### config.mk
export PLATFORM = sky130hd
export DESIGN_NAME = gpr_wb_arbiter
export DESIGN_NICKNAME = d
export VERILOG_FILES = /design/src/rtl/gpr_wb_arbiter.sv
export SDC_FILE = /design/constraint.sdc
export NUM_CORES = 1
export LEC_CHECK = 0
export ABC_AREA = 0
export BUFFER_PORTS_ARGS = -buffer_cell sky130_fd_sc_hd__buf_2
export CAP_MARGIN = 15
export CORE_ASPECT_RATIO = 0.6
export CORE_UTILIZATION = 36
export DETAILED_ROUTE_END_ITERATION = 6
export SLEW_MARGIN = 10
export SYNTH_ARGS = -nofsm -noshare
export SYNTH_HDL_FRONTEND = slang
export SYNTH_SLANG_ARGS = --single-unit
### constraint.sdc
create_clock -name clk -period 1.5 [get_ports clk]
set_input_delay 0.225 -clock clk [delete_from_list [all_inputs] [get_ports clk]]
set_output_delay 0.225 -clock clk [all_outputs]
set_load 0.01 [all_outputs]
### src/rtl/gpr_wb_arbiter.sv
// Register-file write-back arbiter: round-robin between ALU and load unit,
// one registered GPR write per cycle, plus a pending-load scoreboard for decode stalls.
module gpr_wb_arbiter #(
    parameter int WordSize = 32
) (
    input  logic                clk,
    input  logic                rstn,
    input  logic                alu_valid,
    input  logic [4:0]          alu_rd,
    input  logic [WordSize-1:0] alu_data,
    output logic                alu_ready,
    input  logic                lsu_valid,
    input  logic [4:0]          lsu_rd,
    input  logic [WordSize-1:0] lsu_data,
    output logic                lsu_ready,
    input  logic                issue_en,
    input  logic [4:0]          issue_rd,
    input  logic [4:0]          chk_rs1n,
    input  logic [4:0]          chk_rs2n,
    input  logic [4:0]          chk_rdn,
    output logic                stall,
    output logic                wbe,
    output logic [4:0]          rdn,
    output logic [WordSize-1:0] rdd
);

    typedef enum logic {
        GRANT_ALU = 1'b0,
        GRANT_LSU = 1'b1
    } grant_e;

    grant_e                last_q, last_d;
    logic                  wbe_q, wbe_d;
    logic [4:0]            rdn_q, rdn_d;
    logic [WordSize-1:0]   rdd_q, rdd_d;
    logic [31:0]           busy_q, busy_d;
    logic                  alu_grant_s;
    logic                  lsu_grant_s;

    // Grant selection: a tie goes to whoever did not win the last transfer
    always_comb begin
        alu_grant_s = 1'b0;
        lsu_grant_s = 1'b0;
        if (alu_valid && lsu_valid) begin
            if (last_q == GRANT_LSU) begin
                alu_grant_s = 1'b1;
            end else begin
                lsu_grant_s = 1'b1;
            end
        end else begin
            alu_grant_s = alu_valid;
            lsu_grant_s = lsu_valid;
        end
    end

    assign alu_ready = alu_grant_s;
    assign lsu_ready = lsu_grant_s;

    // Next-state for write port, last-grant and scoreboard
    always_comb begin
        last_d = last_q;
        wbe_d  = 1'b0;
        rdn_d  = rdn_q;
        rdd_d  = rdd_q;
        busy_d = busy_q;
        if (alu_grant_s) begin
            last_d = GRANT_ALU;
            wbe_d  = (alu_rd != 5'd0);
            rdn_d  = alu_rd;
            rdd_d  = alu_data;
        end else if (lsu_grant_s) begin
            last_d = GRANT_LSU;
            wbe_d  = (lsu_rd != 5'd0);
            rdn_d  = lsu_rd;
            rdd_d  = lsu_data;
            busy_d[lsu_rd] = 1'b0;
        end else begin
            wbe_d = 1'b0;
        end
        // Applied after the clear so a same-edge issue keeps the register pending
        if (issue_en && (issue_rd != 5'd0)) begin
            busy_d[issue_rd] = 1'b1;
        end else begin
            busy_d[0] = 1'b0;
        end
        busy_d[0] = 1'b0;
    end

    // State registers
    always_ff @(posedge clk or negedge rstn) begin
        if (!rstn) begin
            last_q <= GRANT_LSU;
            wbe_q  <= 1'b0;
            rdn_q  <= 5'd0;
            rdd_q  <= {WordSize{1'b0}};
            busy_q <= 32'd0;
        end else begin
            last_q <= last_d;
            wbe_q  <= wbe_d;
            rdn_q  <= rdn_d;
            rdd_q  <= rdd_d;
            busy_q <= busy_d;
        end
    end

    assign wbe   = wbe_q;
    assign rdn   = rdn_q;
    assign rdd   = rdd_q;
    assign stall = busy_q[chk_rs1n] | busy_q[chk_rs2n] | busy_q[chk_rdn];

endmodule

# [After elaboration in Yosys (flattened, before gate mapping)]
# Cells that the tools add are included.
[op_classes] add_sub_neg=0 mul=0 div_mod_pow=0 magnitude_cmp=7 eq_ne=0 shift=0 mux=25 n_bitwise=5 n_reduce_logical=8
[ops] op="32-bit two-way mux" count=4
[ops] op="32-bit bitwise AND" count=1
[ops] op="32-bit inverter" count=1
[ops] op="32-bit OR" count=1
[ops] op="31-bit two-way mux" count=1
[ops] op="5-bit by 6-bit less-than comparator with 1-bit output, second input constant" count=5
[ops] op="1-bit binary-select mux with 5-bit select" count=3
[ops] op="5-bit nonzero test" count=3
[ops] op="1-bit two-way mux" count=13
[ops] op="1-bit demux with 5-bit select" count=2
[ops] op="5-bit by 1-bit greater-or-equal comparator with 1-bit output, second input constant" count=2
[ops] op="5-bit two-way mux" count=2
[ops] op="1-bit logical AND" count=4
[ops] op="1-bit OR" count=2
[ops] op="2-bit nonzero test" count=1
[word_totals] ff_bits=70 latchBits=0 mem_bits_rw=0 mem_bits_ro=0 in_bits=99 output_inout_bits=41 elab_cells=50 n_memories=0

# [Depth between registers and ports, before layout]
# Gate-level depths: netlist of the first run.
[logic_depth] depth_word=10 ltp_mapped=6 mapped_depth_nobuf=5

# [Worst setup path before layout of the first run]
# OpenSTA, ideal clock, no wires.
[synth_path] path_type="register to output" start="reg busy_q[28]" end="out stall" arrival_time_ps=1487 required_ps=1275 path_slack_ps=-212 path_stages_with_launch=5 path_buffers=0 path_cell_list="dfrtp_1 > mux4_2 > o2111a_1 > nor4_2 > nand4_1"
[synth_via] elab_chain_len=4 word_cells_on_any_way=8 classes_between="mux (6); bitwise (2)"
[synth_lines] item="start, declared" line_no="36" text="logic [31:0] busy_q, busy_d;"
[synth_lines] item="start signal, assigned" line_no="102" text="busy_q <= busy_d;"
[synth_lines] item="1-bit binary-select mux with 5-bit select" line_no="109" text="assign stall = busy_q[chk_rs1n] | busy_q[chk_rs2n] | busy_q[chk_rdn];"
[synth_lines] item="1-bit two-way mux (implied by the code)" line_no="109"
[synth_lines] item="1-bit OR" line_no="109"
[synth_lines] item="1-bit OR *" line_no="109"
[synth_lines] item="end, declared" line_no="21" text="output logic stall,"
# Mark *: on every way between the ends. The rest lies on a longest branch, timed or not. The select of a mux whose other input is x is not followed.

# [Worst setup path in the final report of the first run]
[layout_path] start="reg busy_q[7]" end="out stall"
# The elaborated chain is that of the path after synthesis.

==> metrics, run 1 <==
outcome finished with violations; failing checks negative setup slack; IO buf count 139; clk buf depth 2; Sum Neg Setup Slack -758 ps; RSZ-0062 raised after global routing yes; sequential fraction of the synthesis area 46.6%; initial antenna violation count 0; Worst Reg-to-Reg Cells 5; worst vdd ir 0.000609 V; routed wire length 13.4 mm; number of routed nets with antenna violations 0; initial core utilization 37.6%; Reg clk slew, reported paths 60 ps; Yosys warnings 0; Core Rows 28; TritonCTS Buffers 9; initial DRC count 286; required time worst endpoint 1270 ps; CTS H-tree depth 3; crit-path cells mux4_2, mux2i_1, nor3b_1, a211oi_1, nand4_1, buf_2; TritonRoute pass-1 iters 4; slowest cell on the critical path mux4_2; Placed Cells incl. Taps 681; average wire per standard cell 19.1 microns; post-synthesis cell type count 46; CP Class flop to primary output; PD cells 1180 nW/um^2; CP Capture Type primary output; Seq cells post-synth 70; fin crit share 146%; Arrival @ worst endpoint 1970 ps; Leakage 2.42 nW; ys async rst share 100%; Final Instance Area 5430 sq um; Final WS setup -695 ps; largest net degree at the start of global routing 36; post-layout util 54.2%; total number of vias 3979; Ant. Diodes 0; Top FF cell, synth dfrtp_1; Mapped Area 3760 sq um; layout cells sized above 1 43.2%; post-synth top area cell dfrtp_1; Post-DP Area 4940 sq um; fin crit period 2190 ps; first-pass GRT wire length 20.7 mm; HPWL after detailed placement 10.0 mm; die height 81.2 microns; CTS tree done; Die X 134 microns; Worst-Margin Slew 474 ps; Post-synth top cells nor2_1, dfrtp_1, o21ai_1; EDFF count, synth 0; critical path startpoint category flop; Hold Crit Class input port to flop; Max Fanout on Critical Path 4; final hold vios 0; Clock Sinks 70; fmax 456 MHz; Slew HR 67.6%; GR Util All Layers 25.4%; Tot Pwr 6.39 mW; # setup viols final 3; count leader, synth nor2_1; post-route insts no fill 704; Area contributors post-synth dfrtp_1, nor2_1, mux4_2, o22ai_1, o21ai_1; Top Ports 140; Root Buffer clkbuf_16; final-report max-slew violation count 0; synthesized net count 483; Worst Hold Path Cells 3; Setup Skew 5.10 ps; max_cap viols 0; number of global-route vias before repair 3825; register area 1750 sq um; core area 10000 sq um; area growth from synthesis to layout 44.3%; Post-Syn Instances 384; fillcell total 938; nets@finish 663; post-DR vias/cell 5.65; area occupied by multi-input gates 2010 sq um; Clock Latency Late Sink 340 ps; total grt overflow 0; area share of the largest cell type after synthesis 45.9%; slowest cell delay on critical path 480 ps; Mapped Avg Cell Area 9.80 sq um; gpl congestion 0.935; DRC Markers 0; DIE AREA 10900 sq um
[worst paths after layout]
check                      slack, ps         start         to
max                             -690     busy_q[7]      stall
min                              120  lsu_data[30]    rdd[30]
max reg2reg                       60        last_q  busy_q[4]
min reg2reg                      510        rdd[8]     rdd[8]
max in group asynchronous        570          rstn     last_q
min in group asynchronous        370          rstn    rdd[30]
[kinds of logic after synthesis]
kind of cell / after synthesis / synth area share, %
flops: 70 / 46.6
mux: 38 / 15.3
buf+inv: 25 / 2.96
simple gates: 134 / 17.0
compound gates: 117 / 18.1
[metrics by stage]
stage	hold slack, ps	setup WS [ps]
6_report	117	-695
5_1_grt	128	-761
3_5_place_dp	199	-388
2_1_floorplan	-70.6	-206
3_3_place_gp	200	-395
4_1_cts	113	-691
[layout by cell type, fill, tap and decap left out, types with 12 or more instances in the layout]
| cell type | instances |
|---|---|
| buf_2 | 137 |
| buf_4 | 39 |
| dfrtp_1 | 69 |
| mux2i_1 | 13 |
| mux4_2 | 13 |
| nand3b_1 | 12 |
| nor2_1 | 81 |
| o21ai_0 | 21 |
| o21ai_1 | 39 |
| o22ai_1 | 30 |
[worst max-delay path: cells and delay by family (launching register included)]
family / cells / cell delay (ps)
AO/OA/AOI/OAI: 1 / 260
buffers and inverters: 1 / 150
flip-flops: 1 / 420
multiplexers: 2 / 610
AND/OR/NAND/NOR: 2 / 190
[report_power, final]
group	leakage (nW)	switching, mW	total (mW)	internal [mW]
Clock	0.129	0.803	1.96	1.16
Combinational	1.48	0.915	1.89	0.970
Sequential	0.808	0.312	2.55	2.24
Total	2.42	2.03	6.39	4.36
[per-layer routing]
metal	global-route usage [%]	wire, microns	up-vias
met2	37.1	5840	218
met1	35.4	6020	1945
met5	0	0	-
met3	9.11	1390	20
li1	-	-	1796
met4	6.97	156	0
[sequential cells by signal, indices dropped and copies added (netlist names)]
register,count
busy_q,31
wbe,1
rdn,5
last_q,1
rdd,32
[area by class of cell]
type | instances | area share (%)
multi-input cells | 289 | 37.0
clock inverters | 4 | 0.461
well taps | 135 | 3.11
flip-flops and latches | 70 | 32.3
repair buffers | 190 | 22.2
clock buffers | 12 | 4.54
inverters | 4 | 0.415
[timing repair]
action	in CTS	in global routing
hold buffers	1	0
endpoints found under the hold margin	12	0
gates cloned	1	0
endpoints found under the setup margin	11	29
resized for setup	11	24
buffers inserted	4	1
pin swaps	3	4
Note: power is estimated with default switching activity, not from simulation.
==> run 2: changes to the inputs <==
--- a/config.mk
+++ b/config.mk
@@ -10,5 +10,8 @@
 export CAP_MARGIN = 15
+export CELL_PAD_IN_SITES_DETAIL_PLACEMENT = 1
+export CELL_PAD_IN_SITES_GLOBAL_PLACEMENT = 1
 export CORE_ASPECT_RATIO = 0.6
-export CORE_UTILIZATION = 36
+export CORE_UTILIZATION = 33
 export DETAILED_ROUTE_END_ITERATION = 6
+export PLACE_DENSITY_LB_ADDON = 0.1
 export SLEW_MARGIN = 10
--- a/constraint.sdc
+++ b/constraint.sdc
@@ -3,2 +3,2 @@
 set_output_delay 0.225 -clock clk [all_outputs]
-set_load 0.01 [all_outputs]
+set_load 0.02 [all_outputs]
==> metrics, run 2 (same netlist as run 1, synthesis figures left out) <==
clk buf depth 2 (unchanged); Clock Latency Late Sink 330 ps (was 340 ps); GR Util All Layers 25.1% (was 25.4%); fin crit period 2320 ps (was 2190 ps); Crit path top cell by count buf_4; Worst-Margin Slew 732 ps (was 474 ps); Leakage 2.43 nW (was 2.42 nW); post-route insts no fill 713 (was 704); required time worst endpoint 1270 ps (about the same); outcome finished with violations (unchanged); Hold Crit Class input port to flop (unchanged); Slew HR 50.5% (was 67.6%); Post-Place Setup Slack -447 ps (was -388 ps); total number of vias 3929 (was 3979); fillcell total 1281 (was 938); Reg clk slew, reported paths 60 ps (about the same); Arrival @ worst endpoint 2090 ps (was 1970 ps); initial antenna violation count 0 (unchanged); area growth from synthesis to layout 43.7% (was 44.3%); layout cells sized above 1 42.2% (was 43.2%); TritonCTS Buffers 9 (unchanged); fmax 431 MHz (was 456 MHz); die height 84.7 microns (was 81.2 microns); largest net degree at the start of global routing 36 (unchanged); DRC Markers 0 (unchanged); Placed Cells incl. Taps 688 (was 681); HPWL after detailed placement 10.8 mm (was 10.0 mm); DIE AREA 11900 sq um (was 10900 sq um); Setup Skew 6.36 ps (was 5.10 ps); Met2 Routed Length 6.35 mm (was 5.84 mm); Ant. Diodes 0 (unchanged); DRT met1 WL 6.80 mm (was 6.02 mm); # setup viols final 2 (was 3); commonest non-fill, non-tap cell in the layout buf_2 (unchanged); core area 10800 sq um (was 10000 sq um); routed length on met3 1.06 mm (was 1.39 mm); final hold vios 0 (unchanged); r2r setup slk 20 ps (was 60 ps); Tot Pwr 6.49 mW (was 6.39 mW); Max Fanout on Critical Path 3 (was 4); Die X 140 microns (was 134 microns); worst vdd ir 0.000620 V (was 0.000609 V); Core Rows 29 (was 28); failing checks negative setup slack (unchanged); IO buf count 139 (unchanged); Worst path top cell family by delay simple AND/OR/NAND/NOR gates (was multiplexers); max reg flops 32 (unchanged); TritonRoute pass-1 iters 4 (unchanged); CTS H-tree depth 3 (unchanged); post-DR vias/cell 5.51 (was 5.65); Final WS setup -818 ps (was -695 ps); RSZ-0062 raised after global routing yes (unchanged); number of global-route vias before repair 4079 (was 3825); max_cap viols 0 (unchanged); max layer used met4 (unchanged); CTS tree done (unchanged); PD cells 1200 nW/um^2 (was 1180 nW/um^2); average wire per standard cell 20.1 microns (was 19.1 microns); number of routed nets with antenna violations 0 (unchanged); initial core utilization 34.8% (was 37.6%); crit-path cells buf_4, mux4_2, nor2_1, nor4b_1, nor4_4, nand4_1, buf_4 (was mux4_2, mux2i_1, nor3b_1, a211oi_1, nand4_1, buf_2); slowest cell on the critical path nor4b_1 (was mux4_2); most frequent cells in the layout buf_2, nor2_1, dfrtp_1, buf_4, o21ai_1 (was buf_2, nor2_1, dfrtp_1, o21ai_1, buf_4); Clock Sinks 70 (unchanged); critical path startpoint category flop (unchanged); CP Class flop to primary output (unchanged); fin crit share 155% (was 146%); final-report max-slew violation count 0 (unchanged); Root Buffer clkbuf_16 (unchanged); Top Ports 140 (unchanged); slowest cell delay on critical path 640 ps (was 480 ps); first-pass GRT wire length 22.7 mm (was 20.7 mm); initial DRC count 265 (was 286); routed wire length 14.3 mm (was 13.4 mm); total grt overflow 0 (unchanged); gpl congestion 0.945 (was 0.935); post-layout util 50.0% (was 54.2%); CP Buf/Inv Count 2 (was 1); nets@finish 668 (was 663); CP Capture Type primary output (unchanged)
## run 2: area by class of cell
class | count | area, sq um | share of cell area, %
Multi-Input combinational cell | 289 | 1960 | 36.3
Sequential cell | 70 | 1750 | 32.4
Timing Repair Buffer | 195 | 1230 | 22.7
Clock buffer | 12 | 246 | 4.56
Tap cell | 139 | 174 | 3.22
Clock inverter | 4 | 22.5 | 0.416
Inverter | 4 | 22.5 | 0.416
## run 2: where the power goes
| group | switching [mW] | internal [mW] |
|---|---|---|
| logic | 1.03 | 1.01 |
| clock network | 0.769 | 1.16 |
| registers | 0.289 | 2.24 |
## run 2: tightest hold or removal path, stage by stage
cell and delay (ps):
buf_2 70, nor2_1 30, nor2_1 90
## run 2: path summary, 6_finish.rpt
path / from / to / depth (start not counted)
max: busy_q[19] / stall / 7
max in group asynchronous: rstn / busy_q[27] / 3
min: lsu_data[19] / rdd[19] / 3
max reg2reg: last_q / rdd[18] / 6
min in group asynchronous: rstn / rdd[26] / 2
min reg2reg: rdn[0] / rdn[0] / 2
## run 2: timing repair
action | in CTS | in global routing
pin swaps | 3 | 3
endpoints found under the hold margin | 10 | 0
resized for setup | 10 | 16
buffers inserted | 5 | 2
hold buffers | 1 | 0
endpoints found under the setup margin | 6 | 24
cloned | 1 | 0
## run 2: routing by layer
layer,global-route usage [%],vias up
li1,-,1800
met1,36.6,1976
met2,38.8,145
met3,5.31,8
met4,4.40,0
met5,0,-
## run 2: stage by stage
stage,cell area (sq um),hold slack [ps],TNS [ps]
after global placement,4950,179,-398
after floorplan,3760,-70.6,-294
after global routing,5410,137,-1100
after detailed placement,4950,182,-476
after CTS,5330,124,-761
final,5410,128,-867
==> run 3: changes to the inputs <==
SETUP_SLACK_MARGIN = 0.15   (was unset)
==> metrics, run 3 (same netlist as run 1, synthesis figures left out) <==
outcome finished with violations (unchanged); DIE AREA 11900 sq um (unchanged); Hold EP rdd[24] (was rdd[19]); FF-to-FF End rdd[9] (was rdd[18]); Root Buffer clkbuf_16 (unchanged); CP Class flop to primary output (unchanged); Arrival @ worst endpoint 2060 ps (was 2090 ps); max reg flops 32 (unchanged); CTS H-tree depth 3 (unchanged); GR Util All Layers 25.2% (was 25.1%); CP Capture Type primary output (unchanged); slowest cell delay on critical path 470 ps (was 640 ps); die height 84.7 microns (unchanged); Hold Crit Class input port to flop (unchanged); Top Ports 140 (unchanged); Core Rows 29 (unchanged); HPWL after detailed placement 10.6 mm (was 10.8 mm); Setup Skew 4.09 ps (was 6.36 ps); Worst-Margin Slew 562 ps (was 732 ps); gpl congestion 0.921 (was 0.945); Clock power frac 30.9% (was 29.7%); Clock Latency Late Sink 330 ps (about the same); initial core utilization 34.8% (unchanged); nets@finish 670 (was 668); Max Fanout on Critical Path 3 (unchanged); Leakage 2.54 nW (was 2.43 nW); reg2reg start last_q (unchanged); layout cells sized above 1 50.8% (was 42.2%); number of global-route vias before repair 4160 (was 4079); Worst Reg-to-Reg Cells 7 (was 6); Final WS setup -781 ps (was -818 ps); startpoint of the worst hold path lsu_data[24] (was lsu_data[19]); fillcell total 1239 (was 1281); Clock Sinks 70 (unchanged); Worst path top cell family by delay simple AND/OR/NAND/NOR gates (unchanged); Die X 140 microns (unchanged); final-report max-slew violation count 0 (unchanged); TritonCTS Buffers 9 (unchanged); PD cells 1200 nW/um^2 (about the same); Net Sw Power 2.28 mW (was 2.09 mW); IO buf count 139 (unchanged); final hold vios 0 (unchanged); fin crit share 152% (was 155%); crit-path cells buf_4, mux4_2, nor2_1, nor4b_1, nor4_2, nand4_1, buf_2 (was buf_4, mux4_2, nor2_1, nor4b_1, nor4_4, nand4_1, buf_4); initial antenna violation count 0 (unchanged); DRC Markers 0 (unchanged); required time worst endpoint 1270 ps (about the same); failing checks negative setup slack (unchanged); Tot Pwr 6.94 mW (was 6.49 mW); CTS tree done (unchanged); first-pass GRT wire length 22.8 mm (was 22.7 mm); number of routed nets with antenna violations 0 (unchanged); total grt overflow 0 (unchanged); post-DR vias/cell 5.58 (was 5.51); commonest non-fill, non-tap cell in the layout buf_2 (unchanged); Combinational Power Share 32.3% (was 31.4%); CP Buf/Inv Count 2 (unchanged); Reg clk slew, reported paths 60 ps (about the same); r2r setup slk 0 ps (was 20 ps); # setup viols final 2 (unchanged); most frequent cells in the layout buf_2, nor2_1, dfrtp_1, buf_4, o21ai_1 (unchanged); Sw Share 32.8% (was 32.2%); Worst Hold Path Cells 3 (unchanged); fin crit period 2280 ps (was 2320 ps); fmax 438 MHz (was 431 MHz); slowest cell on the critical path mux4_2 (was nor4b_1); Seq pwr share 36.8% (was 38.9%); Internal 4.66 mW (was 4.40 mW); initial DRC count 226 (was 265); routed wire length 15.2 mm (was 14.3 mm); critical path startpoint category flop (unchanged); area growth from synthesis to layout 53.9% (was 43.7%); total number of vias 3986 (was 3929); TritonRoute pass-1 iters 5 (was 4); worst vdd ir 0.000618 V (was 0.000620 V); average wire per standard cell 21.3 microns (was 20.1 microns); clk buf depth 2 (unchanged); Slew HR 62.0% (was 50.5%); Ant. Diodes 0 (unchanged); Sum Neg Setup Slack -849 ps (was -867 ps); core area 10800 sq um (unchanged); RSZ-0062 raised after global routing yes (unchanged); largest net degree at the start of global routing 64 (was 36); max_cap viols 0 (unchanged)
[run 3: cell count changes in the layout (fill, tap and decap cells not counted), moves of 6 or more]
cell	previous run	this run
buf_4	48	42
o22ai_4	0	7
o22ai_2	5	24
o22ai_1	35	9
o21ai_0	21	4
o21ai_2	0	22
[run 3: metrics by stage]
step | cell area [sq um] | util, % | instances | hold slack, ps | worst slack (ps)
global route | 5790 | 53.6 | 714 | 130 | -887
CTS | 5390 | 49.8 | 708 | 118 | -760
detailed placement | 4930 | 45.6 | 688 | 89.7 | -499
global placement | 4930 | 45.6 | 688 | 85.2 | -427
finish | 5790 | 53.6 | 714 | 119 | -781
floorplan | 3770 | - | 384 | -70.6 | -294
[run 3: metal layers]
layer | part of all wire (%) | up-vias | GRT usage [%]
met5 | 0 | - | 0
met4 | 0.54 | 0 | 4.40
met3 | 6.7 | 7 | 7.07
met2 | 47 | 134 | 38.7
met1 | 46 | 2036 | 35.7
li1 | - | 1809 | -
[run 3: final cells by class]
class | instances | area (sq um) | share of cell area (%)
Clock buffer | 11 | 243 | 4.19
Clock inverter | 4 | 47.5 | 0.821
Inverter | 4 | 22.5 | 0.389
Multi-Input combinational cell | 289 | 2260 | 39.1
Sequential cell | 70 | 1750 | 30.3
Tap cell | 139 | 174 | 3.00
Timing Repair Buffer | 197 | 1290 | 22.3
[run 3: worst max path at each step]
stage | startpoint | endpoint | slack, ps | cells past startpoint
finish | busy_q[19] | stall | -780 | 7
global route | busy_q[18] | stall | -890 | 7
CTS | busy_q[28] | stall | -760 | 5
detailed placement | chk_rs1n[0] | stall | -500 | 7
global placement | chk_rs1n[2] | stall | -430 | 7
floorplan | busy_q[28] | stall | -290 | 4
[run 3: tightest hold or removal path, stage by stage]
cell	delay (ps)
buf_2	70
nor2_1	30
nor2_1	80
[run 3: power by group through the flow]
stage	Combinational (mW)	Sequential (mW)	Clock, mW
4_1_cts	2.01	2.51	2.15
2_1_floorplan	0.855	2.63	0
3_3_place_gp	1.84	2.53	0
6_report	2.24	2.55	2.14
3_5_place_dp	1.91	2.53	0
5_1_grt	2.41	2.59	2.23
[run 3: repair_timing]
action                                  in CTS  in global routing
endpoints found under the setup margin      54                 64
hold buffers                                 1                  0
gates resized for setup                     29                 80
gates cloned                                 1                  2
hold endpoints to repair                     7                  0
pin swaps                                   12                 15
buffers inserted                             3                  4
